**config.mk**
```make
export PLATFORM = sky130hd
export DESIGN_NAME = fetch_unit
export DESIGN_NICKNAME = d
export VERILOG_FILES = /design/src/rtl/fetch_unit.sv
export SDC_FILE = /design/constraint.sdc
export NUM_CORES = 1
export LEC_CHECK = 0
export ABC_AREA = 0
export BUFFER_PORTS_ARGS = -buffer_cell sky130_fd_sc_hd__buf_4
export CELL_PAD_IN_SITES_DETAIL_PLACEMENT = 0
export CELL_PAD_IN_SITES_GLOBAL_PLACEMENT = 1
export CORE_UTILIZATION = 49
export CTS_BUF_LIST = sky130_fd_sc_hd__clkbuf_8
export DETAILED_ROUTE_END_ITERATION = 6
export PLACE_DENSITY = 0.95
export SLEW_MARGIN = 20
export SYNTH_ARGS = -nofsm -noshare
export SYNTH_HDL_FRONTEND = slang
export SYNTH_SLANG_ARGS = --single-unit
```
**constraint.sdc**
```tcl
create_clock -name clk -period 13.5 [get_ports clk]
set_input_delay 2.7 -clock clk [delete_from_list [all_inputs] [get_ports clk]]
set_output_delay 2.7 -clock clk [all_outputs]
set_load 0.02 [all_outputs]
```
**src/rtl/fetch_unit.sv**
```systemverilog
// Instruction fetch stage: sequential PC, single-cycle imem requests, small {inst, pc} queue to ID.
// Define FETCH_PREDECODE_EN to add per-entry branch predecode and the br_hint_o output.
module fetch_unit #(
  parameter int unsigned          W_INST   = 32,
  parameter int unsigned          W_PC     = 32,
  parameter logic [W_PC-1:0]      PC_RESET = '0,
  parameter int unsigned          Q_DEPTH  = 2
) (
  input  logic              clk,
  input  logic              rst,
  input  logic              stall_i,
  input  logic              redirect_i,
  input  logic [W_PC-1:0]   redirect_pc_i,
  output logic              imem_req_o,
  output logic [W_PC-1:0]   imem_addr_o,
  input  logic [W_INST-1:0] imem_data_i,
  output logic              valid_o,
  output logic [W_INST-1:0] inst_o,
  output logic [W_PC-1:0]   pc_o
`ifdef FETCH_PREDECODE_EN
  ,
  output logic              br_hint_o
`endif
);

  localparam int unsigned PW = (Q_DEPTH > 1) ? $clog2(Q_DEPTH) : 1;
  localparam int unsigned CW = $clog2(Q_DEPTH + 1);
  localparam int unsigned OW = CW + 1;

  logic [W_PC-1:0]   fetch_pc;
  logic              inflight;
  logic [W_PC-1:0]   inflight_pc;
  logic [PW-1:0]     head;
  logic [PW-1:0]     tail;
  logic [CW-1:0]     count;
  logic [W_INST-1:0] inst_mem [Q_DEPTH];
  logic [W_PC-1:0]   pc_mem   [Q_DEPTH];

  logic              pop;
  logic              push;
  logic [OW-1:0]     occ;

  assign valid_o     = (count != '0);
  assign pop         = valid_o & ~stall_i;
  assign push        = inflight & ~redirect_i;
  assign imem_addr_o = fetch_pc;

  // Occupancy after this cycle's pop, counting the word already in flight, so
  // every requested word is guaranteed a free slot when it returns.
  assign occ        = OW'(count) + OW'(inflight) - OW'(pop);
  assign imem_req_o = ~rst & ~redirect_i & (occ < OW'(Q_DEPTH));

  assign inst_o = valid_o ? inst_mem[head] : '0;
  assign pc_o   = valid_o ? pc_mem[head]   : '0;

  always_ff @(posedge clk or posedge rst) begin
    if (rst) begin
      fetch_pc    <= PC_RESET;
      inflight    <= 1'b0;
      inflight_pc <= '0;
      head        <= '0;
      tail        <= '0;
      count       <= '0;
    end else if (redirect_i) begin
      // Flush wins over stall, pop and push; the returning word is dropped.
      fetch_pc <= redirect_pc_i;
      inflight <= 1'b0;
      head     <= '0;
      tail     <= '0;
      count    <= '0;
    end else begin
      inflight <= imem_req_o;
      if (imem_req_o) begin
        fetch_pc    <= fetch_pc + W_PC'(4);
        inflight_pc <= fetch_pc;
      end
      if (push) begin
        tail <= tail + PW'(1);
      end
      if (pop) begin
        head <= head + PW'(1);
      end
      case ({push, pop})
        2'b10:   count <= count + CW'(1);
        2'b01:   count <= count - CW'(1);
        default: count <= count;
      endcase
    end
  end

  // Payload storage needs no reset: entries are only read while count != 0.
  always_ff @(posedge clk) begin
    if (push) begin
      inst_mem[tail] <= imem_data_i;
      pc_mem[tail]   <= inflight_pc;
    end
  end

`ifdef FETCH_PREDECODE_EN
  logic hint_mem [Q_DEPTH];
  logic hint_in;

  // Branch group is opcode 7'b00111xx.
  assign hint_in   = (imem_data_i[W_INST-1:W_INST-5] == 5'b00111);
  assign br_hint_o = valid_o & hint_mem[head];

  always_ff @(posedge clk) begin
    if (push) begin
      hint_mem[tail] <= hint_in;
    end
  end
`endif

endmodule

```
# Yosys cells after proc, flatten, opt, wreduce, memory -nomap -nowiden
# Memories as Yosys holds them, arrays and structs flattened.
# Index checks and enable logic that the tools add are counted.
# Widths: inputs -> output; s select.
word_totals:
  reg_bits: 69
  ram_bits: 128
  out_inout_bits: 98
  elab_cells: 44
  n_memories: 2
op_classes:
  addsub: 7
  n_lt_le_gt_ge: 1
  eq_ne: 2
  muxes: 13
  bitwise: 7
  n_reduce_logical: 6
memory_table:
  columns: ["memory", "words", "width", "read_ports", "rd_clocked_by_memory_dff", "wr", "line", "source"]
  rows:
  - ["inst_mem", 2, 32, 1, 0, 1, "36", "logic [W_INST-1:0] inst_mem [Q_DEPTH];"]
  - ["pc_mem", 2, 32, 1, 0, 1, "37", "logic [W_PC-1:0] pc_mem [Q_DEPTH];"]
ops:
  columns: ["op", "n"]
  rows:
  - ["$mux 32", 4]
  - ["$add 32x3->32 const B", 1]
  - ["$reduce_bool 2->1", 4]
  - ["$mux 1", 7]
  - ["$and 1x1->1", 4]
  - ["$pmux 2 s2", 1]
  - ["$add 2x1->3", 1]
  - ["$lt 3x2->1 const B", 1]
  - ["$not 1->1", 3]
  - ["$reduce_bool 3->1", 1]
  - ["$sub 3x1->3", 1]
  - ["$add 1x1->1 const B", 2]
  - ["$add 2x1->2 const B", 1]
  - ["$eq 2x1->1 const B", 1]
  - ["$eq 2x2->1 const B", 1]
  - ["$mux 2", 1]
  - ["$reduce_and 2->1", 1]
  - ["$sub 2x1->2 const B", 1]

# Longest topological paths before layout
# Gate-level depths: netlist of the first run.
depth:
  ltp_word: 7
  mapped_depth: 13
  mapped_depth_nobuf: 11

# Worst setup path after synthesis of the first run
# No wires, ideal clock.
synth_timing:
  kind: "input -> register"
  startpoint: "input port redirect_i"
  endpoint: "memory inst_mem[0][0] (enable)"
  setup_time_ns: 0.578
  t_arrival_ns: 7.956
  path_slack_ns: 4.966
  stages: 4
  path_buffers: 3
  path_cell_list: "buf_6 -> clkbuf_1 -> clkbuf_1 -> nor3b_1"
synth_between:
  elab_chain_len: 4
synth_lines:
  columns: ["element", "line", "source"]
  rows:
  - ["start, declared", "12", "input logic redirect_i,"]
  - ["$not 1->1 (no source line)", null, null]
  - ["$and 1x1->1", "45", "assign push = inflight & ~redirect_i;"]
  - ["$mux 1", "93", "if (push) begin"]
  - ["$mux 1 (not written as such)", "94", "inst_mem[tail] <= imem_data_i;"]
  - ["end, declared", "36", null]
# No other way between the ends.

# Worst setup path after layout of the first run
layout_timing:
  startpoint: "input port stall_i"
  endpoint: "output port imem_req_o"
layout_between:
  elab_chain_len: 5
layout_lines:
  columns: ["element", "line", "source"]
  rows:
  - ["start, declared", "11", "input logic stall_i,"]
  - ["$not 1->1", "44", "assign pop = valid_o & ~stall_i;"]
  - ["$and 1x1->1", "44", null]
  - ["$sub 3x1->3", "50", "assign occ = OW'(count) + OW'(inflight) - OW'(pop);"]
  - ["$lt 3x2->1", "51", "assign imem_req_o = ~rst & ~redirect_i & (occ < OW'(Q_DEPTH));"]
  - ["$and 1x1->1", "51", null]
  - ["end, declared", "14", "output logic imem_req_o,"]
# No other way between the ends.

==> results of run 1 <==
[state kept, by name, summed over array words and instances, names as in the netlist]
register	cells
inflight	1
inst_mem	64
tail	1
pc_mem	64
head	1
inflight_pc	32
count	2
imem_addr_o	32
[worst paths after layout]
check	slack [ps]	startpoint	endpoint	cells after the start
max in group asynchronous	10160	rst	inflight_pc[1]$_DFFE_PP0P_	3
worst min-delay path	480	inflight_pc[16]$_DFFE_PP0P_	pc_mem[1][16]$_DFFE_PP_	0
min in group asynchronous	2450	rst	inflight_pc[31]$_DFFE_PP0P_	2
worst max register to register	8810	count[1]$_DFFE_PP0P_	imem_addr_o[5]$_DFFE_PP0P_	11
worst max-delay path	5650	stall_i	imem_req_o	9
worst min register to register	480	inflight_pc[16]$_DFFE_PP0P_	pc_mem[1][16]$_DFFE_PP_	0
[cell usage after synthesis, types with 6 or more instances]
cell        n
o311ai_0   11
mux2i_1    65
clkbuf_1   22
o21ai_0    18
o211ai_1    9
inv_1       9
nor2_1     80
buf_2       6
nand2_1   124
dfrtp_1    69
nand4_1     9
nand3_1    19
edfxtp_1  128
[cells by family (layout without fill, tap and decap cells)]
family          count (synthesis)  count (layout)  synth area share, %
flops                         197             197                68.25
xor+xnor                        8               8               0.8584
compound gates                 62              62                5.504
mux                            68              68                8.386
simple gates                  260             260                14.12
buf+inv                        45             212                2.330
fa+ha+maj                       3               3               0.5519
[critical path, delay by kind of cell]
family	cells	cell delay, ps
adder cells (fa/ha/maj)	2	790
buffers and inverters	3	400
AND/OR/NAND/NOR	4	1250
[layout make-up]
class | count | area, um^2 | area share, %
multi-input combinational | 401 | 2419 | 24.22
timing repair buffer | 170 | 1276 | 12.78
tap | 216 | 270.3 | 2.707
sequential | 197 | 5574 | 55.83
clock buffer | 18 | 247.7 | 2.481
inverter | 10 | 38.79 | 0.3885
clock inverter | 14 | 158.9 | 1.591
[power by group through the flow]
stage / Clock, mW / Sequential, mW / Combinational [mW]
3_3_place_gp: 0 / 0.840 / 0.456
6_report: 0.384 / 0.836 / 0.464
5_1_grt: 0.413 / 0.847 / 0.508
4_1_cts: 0.390 / 0.835 / 0.469
3_5_place_dp: 0 / 0.849 / 0.467
2_1_floorplan: 0 / 0.840 / 0.284
[layer usage]
| metal | wire [um] | up-vias |
|---|---|---|
| li1 | - | 2612 |
| met1 | 7352 | 2659 |
| met2 | 8518 | 237 |
| met3 | 1454 | 15 |
| met4 | 225 | 0 |
| met5 | 0 | - |
==> flow_metrics.env, run 1 <==
export IMPL_outcome="complete, no violations"
export IMPL_cpMaxStageDelayCell="fa_1"
export IMPL_grtUsageMet3_pct=5.885
export IMPL_holdWs_ps=477.9
export IMPL_finalSetupTns_ps=0
export IMPL_hold_violations=0
export IMPL_p_switching_mw=0.5516
export IMPL_cts_max_level=4
export IMPL_slew_violations=0
export IMPL_ys_types=48
export IMPL_grt_use_total_pct=21.18
export IMPL_cp_max_fo=58
export IMPL_n_antenna_cell=0
export IMPL_maxClockFrequency_mhz=127.4
export IMPL_fin_cells=1026
export IMPL_die_h_um=131.1
export IMPL_syn_cell_area_um2=8162
export IMPL_p_comb_share_pct=27.6
export IMPL_synthTopCellsByArea="edfxtp_1 (47%), dfrtp_1 (21%), mux2i_1 (8.0%), nand2_1 (5.7%), nor2_1 (3.7%)"
export IMPL_cts_tree="yes"
export IMPL_coreArea_um2=16060
export IMPL_grt_ovfl_total=0
export IMPL_drc_errors=0
export IMPL_synth_area_leader_cell="edfxtp_1"
export IMPL_p_per_area_nw_per_um2=168.6
export IMPL_drt_total_wl_mm=17.55
export IMPL_nFillCells=1272
export IMPL_synth_seq_cells=197
export IMPL_ant_nets=0
export IMPL_cp_end_kind="output pin"
export IMPL_layout_common_cells="buf_4 (170), edfxtp_1 (128), nand2_1 (124)"
export IMPL_synth_edf_count=128
export IMPL_vias=5523
export IMPL_place_inst=994
export IMPL_busiest_layer="met2"
export IMPL_final_common_cell="buf_4"
export IMPL_grt_pass1_vias=5377
export IMPL_utilization_pct=62.18
export IMPL_chipWidth_um=131.1
export IMPL_clockBufferDepth=2
export IMPL_cts_setup_buffers=0
export IMPL_synth_warnings=0
export IMPL_worst_slew_pin_slew_ps=1095
export IMPL_post_place_ws_ps=5676
export IMPL_startpoint_type="input pin"
export IMPL_vias_per_cell=5.383
export IMPL_clock_power_share_pct=22.8
export IMPL_wl_per_cell_um=17.11
export IMPL_synth_ff_type="edfxtp_1"
export IMPL_avgSynthCellArea_um2=12.69
export IMPL_synth_nets=714
export IMPL_ir_worst_vdd_mv=0.07937
export IMPL_cp_cell_sequence="buf_4 -> nor2_1 -> ha_1 -> nand2b_1 -> fa_1 -> or3b_1 -> or2_4 -> inv_1 -> buf_4"
export IMPL_first_pass_iters=5
export IMPL_arrival_ps=5150
export IMPL_ys_seq_area_share_pct=68.25
export IMPL_ios=166
export IMPL_worstPathRequired_ps=10800
export IMPL_slowest_delay_ps=500
export IMPL_setup_viol=0
export IMPL_grt_max_degree=66
export IMPL_drive_above_1_share_pct=26.67
export IMPL_fin_skew_ps=10.16
export IMPL_p_seq_share_pct=49.6
export IMPL_io_buffers=165
export IMPL_design_area_um2=9985
export IMPL_cts_resized=0
export IMPL_grt_pass1_wl_mm=27.37
export IMPL_clock_sinks=197
export IMPL_p_int_mw=1.132
export IMPL_clockRootBuffer="clkbuf_8"
export IMPL_place_area_um2=9578
export IMPL_clk_latency_ps=460
export IMPL_die_area_um2=17180
export IMPL_cap_viol_max_count=0
export IMPL_grt_use_met2_pct=35.08
export IMPL_synth_cells=643
export IMPL_hpwl_mm=11.46
export IMPL_worstHoldPathType="flip-flop to flip-flop"
export IMPL_swShare_pct=32.77
export IMPL_layout_setup_ws_ps=5649
export IMPL_relSlewSlack_pct=26.98
export IMPL_cts_clk_slew_worst_paths_ps=90
export IMPL_grtUsageMet1_pct=27.08
export IMPL_p_total_mw=1.683
export IMPL_rsz0062_at_grt="no"
export IMPL_crit_top_cell="buf_4"
export IMPL_rows=46
export IMPL_ys_async_sr_fraction_pct=35.03
export IMPL_cts_hold_buf=0
export IMPL_drtIter0Drc=404
export IMPL_nets=868
export IMPL_initial_core_util_pct=50.83
export IMPL_finalCritPeriodShare_pct=58.16
export IMPL_synth_top_cell_area_share_pct=47.09
export IMPL_antenna_found_initial=0
export IMPL_cts_buffers=17
export IMPL_path_class="input pin to output pin"
export IMPL_power_leakage_nw=4.010
export IMPL_syn_to_final_growth_pct=22.34
export IMPL_gp_congestion=0.8608
export IMPL_fin_crit_ps=7851
Note: power is estimated with default switching activity, not from simulation.
==> inputs of run 2 (changes only) <==
CORE_UTILIZATION = 45   (was 49)
PLACE_DENSITY = 0.9   (was 0.95)
clock period = 7.7 ns   (was 13.5 ns; I/O delays follow)
==> flow_metrics.env, run 2 (same netlist as run 1, synthesis figures left out) <==
export IMPL_hpwl_mm=11.32
export IMPL_clockBufferDepth=2
export IMPL_clock_power_share_pct=22.9
export IMPL_holdWs_ps=479.1
export IMPL_setup_viol=0
export IMPL_ios=166
export IMPL_cts_clk_slew_worst_paths_ps=90
export IMPL_place_inst=1002
export IMPL_relSlewSlack_pct=39.51
export IMPL_p_switching_mw=0.9673
export IMPL_nFillCells=1414
export IMPL_p_per_area_nw_per_um2=295.4
export IMPL_fin_cells=1035
export IMPL_cap_viol_max_count=0
export IMPL_coreArea_um2=17480
export IMPL_wl_per_cell_um=16.96
export IMPL_p_seq_share_pct=50.0
export IMPL_layout_setup_ws_ps=2190
export IMPL_final_common_cell="buf_4"
export IMPL_io_buffers=165
export IMPL_drc_errors=0
export IMPL_grt_pass1_wl_mm=27.10
export IMPL_drt_total_wl_mm=17.56
export IMPL_fin_skew_ps=11.54
export IMPL_ir_worst_vdd_mv=0.1301
export IMPL_n_antenna_cell=0
export IMPL_post_place_ws_ps=2078
export IMPL_hold_violations=0
export IMPL_cts_buffers=17
export IMPL_drtIter0Drc=400
export IMPL_cp_max_fo=58
export IMPL_cts_max_level=4
export IMPL_rsz0062_at_grt="no"
export IMPL_nets=868
export IMPL_layout_common_cells="buf_4 (169), edfxtp_1 (128), nand2_1 (124)"
export IMPL_die_area_um2=18680
export IMPL_clock_sinks=197
export IMPL_grt_max_degree=66
export IMPL_place_area_um2=9582
export IMPL_reg_top3="inst_mem (64), pc_mem (64)"
export IMPL_slew_violations=0
export IMPL_cts_setup_buffers=0
export IMPL_drive_above_1_share_pct=26.54
export IMPL_antenna_found_initial=0
export IMPL_clk_latency_ps=450
export IMPL_startpoint_type="input pin"
export IMPL_initial_core_util_pct=46.70
export IMPL_p_comb_share_pct=27.1
export IMPL_grt_use_total_pct=19.22
export IMPL_clockRootBuffer="clkbuf_8"
export IMPL_cts_hold_buf=0
export IMPL_grt_ovfl_total=0
export IMPL_vias_per_cell=5.399
export IMPL_vias=5588
export IMPL_first_pass_iters=5
export IMPL_syn_to_final_growth_pct=22.87
export IMPL_finalSetupTns_ps=0
export IMPL_fin_crit_ps=5510
export IMPL_cts_tree="yes"
export IMPL_cp_end_kind="output pin"
export IMPL_gp_congestion=0.8157
export IMPL_worstPathRequired_ps=6160
export IMPL_utilization_pct=57.38
export IMPL_path_class="input pin to output pin"
export IMPL_design_area_um2=10030
export IMPL_die_h_um=136.7
export IMPL_cts_resized=0
export IMPL_worstHoldPathType="flip-flop to flip-flop"
export IMPL_outcome="complete, no violations"
export IMPL_grt_pass1_vias=5256
export IMPL_rows=48
export IMPL_p_int_mw=1.995
export IMPL_maxClockFrequency_mhz=181.5
export IMPL_finalCritPeriodShare_pct=71.56
export IMPL_ant_nets=0
export IMPL_arrival_ps=3970
export IMPL_worst_slew_pin_slew_ps=907.4
export IMPL_p_total_mw=2.963
export IMPL_power_leakage_nw=4.016
export IMPL_chipWidth_um=136.7
export IMPL_swShare_pct=32.65
## run 2: critical path, cell delays in order
cell      delay [ps]
buf_4            120
nor2_1           250
ha_1             290
nand2b_1         150
fa_1             500
or3b_1           370
or2_4            450
inv_1            130
buf_4            150
## run 2: per-layer routing
layer	track usage [%]	up-vias	share of wire [%]
met3	3.481	18	7.8
met2	31.19	230	48
met1	25.86	2727	43
li1	-	2613	-
met4	7.160	0	1.2
met5	0	-	0
## run 2: final timing paths
kind / from / end / slack [ps] / cells after the start
max in group asynchronous: rst / head$_DFFE_PP0P_ / 5610 / 3
hold reg to reg: inflight_pc[1]$_DFFE_PP0P_ / pc_mem[0][1]$_DFFE_PP_ / 480 / 0
setup reg to reg: count[1]$_DFFE_PP0P_ / imem_addr_o[28]$_DFFE_PP0P_ / 3150 / 11
hold / removal: inflight_pc[1]$_DFFE_PP0P_ / pc_mem[0][1]$_DFFE_PP_ / 480 / 0
setup / recovery: stall_i / imem_req_o / 2190 / 9
min in group asynchronous: rst / inflight$_DFF_PP0_ / 1030 / 2
## run 2: cell type report
class,count,area [um^2],area share (%)
clock inverter,13,157.7,1.572
multi-input combinational,401,2419,24.12
tap,225,281.5,2.807
clock buffer,19,261.5,2.608
timing repair buffer,170,1296,12.93
sequential,197,5574,55.58
inverter,10,38.79,0.3868
## run 2: power by group through the flow
stage,logic (mW),registers (mW),clock network [mW]
floorplan,0.497,1.47,0
finish,0.802,1.48,0.680
global route,0.873,1.50,0.728
CTS,0.781,1.50,0.695
global placement,0.761,1.51,0
detailed placement,0.779,1.53,0
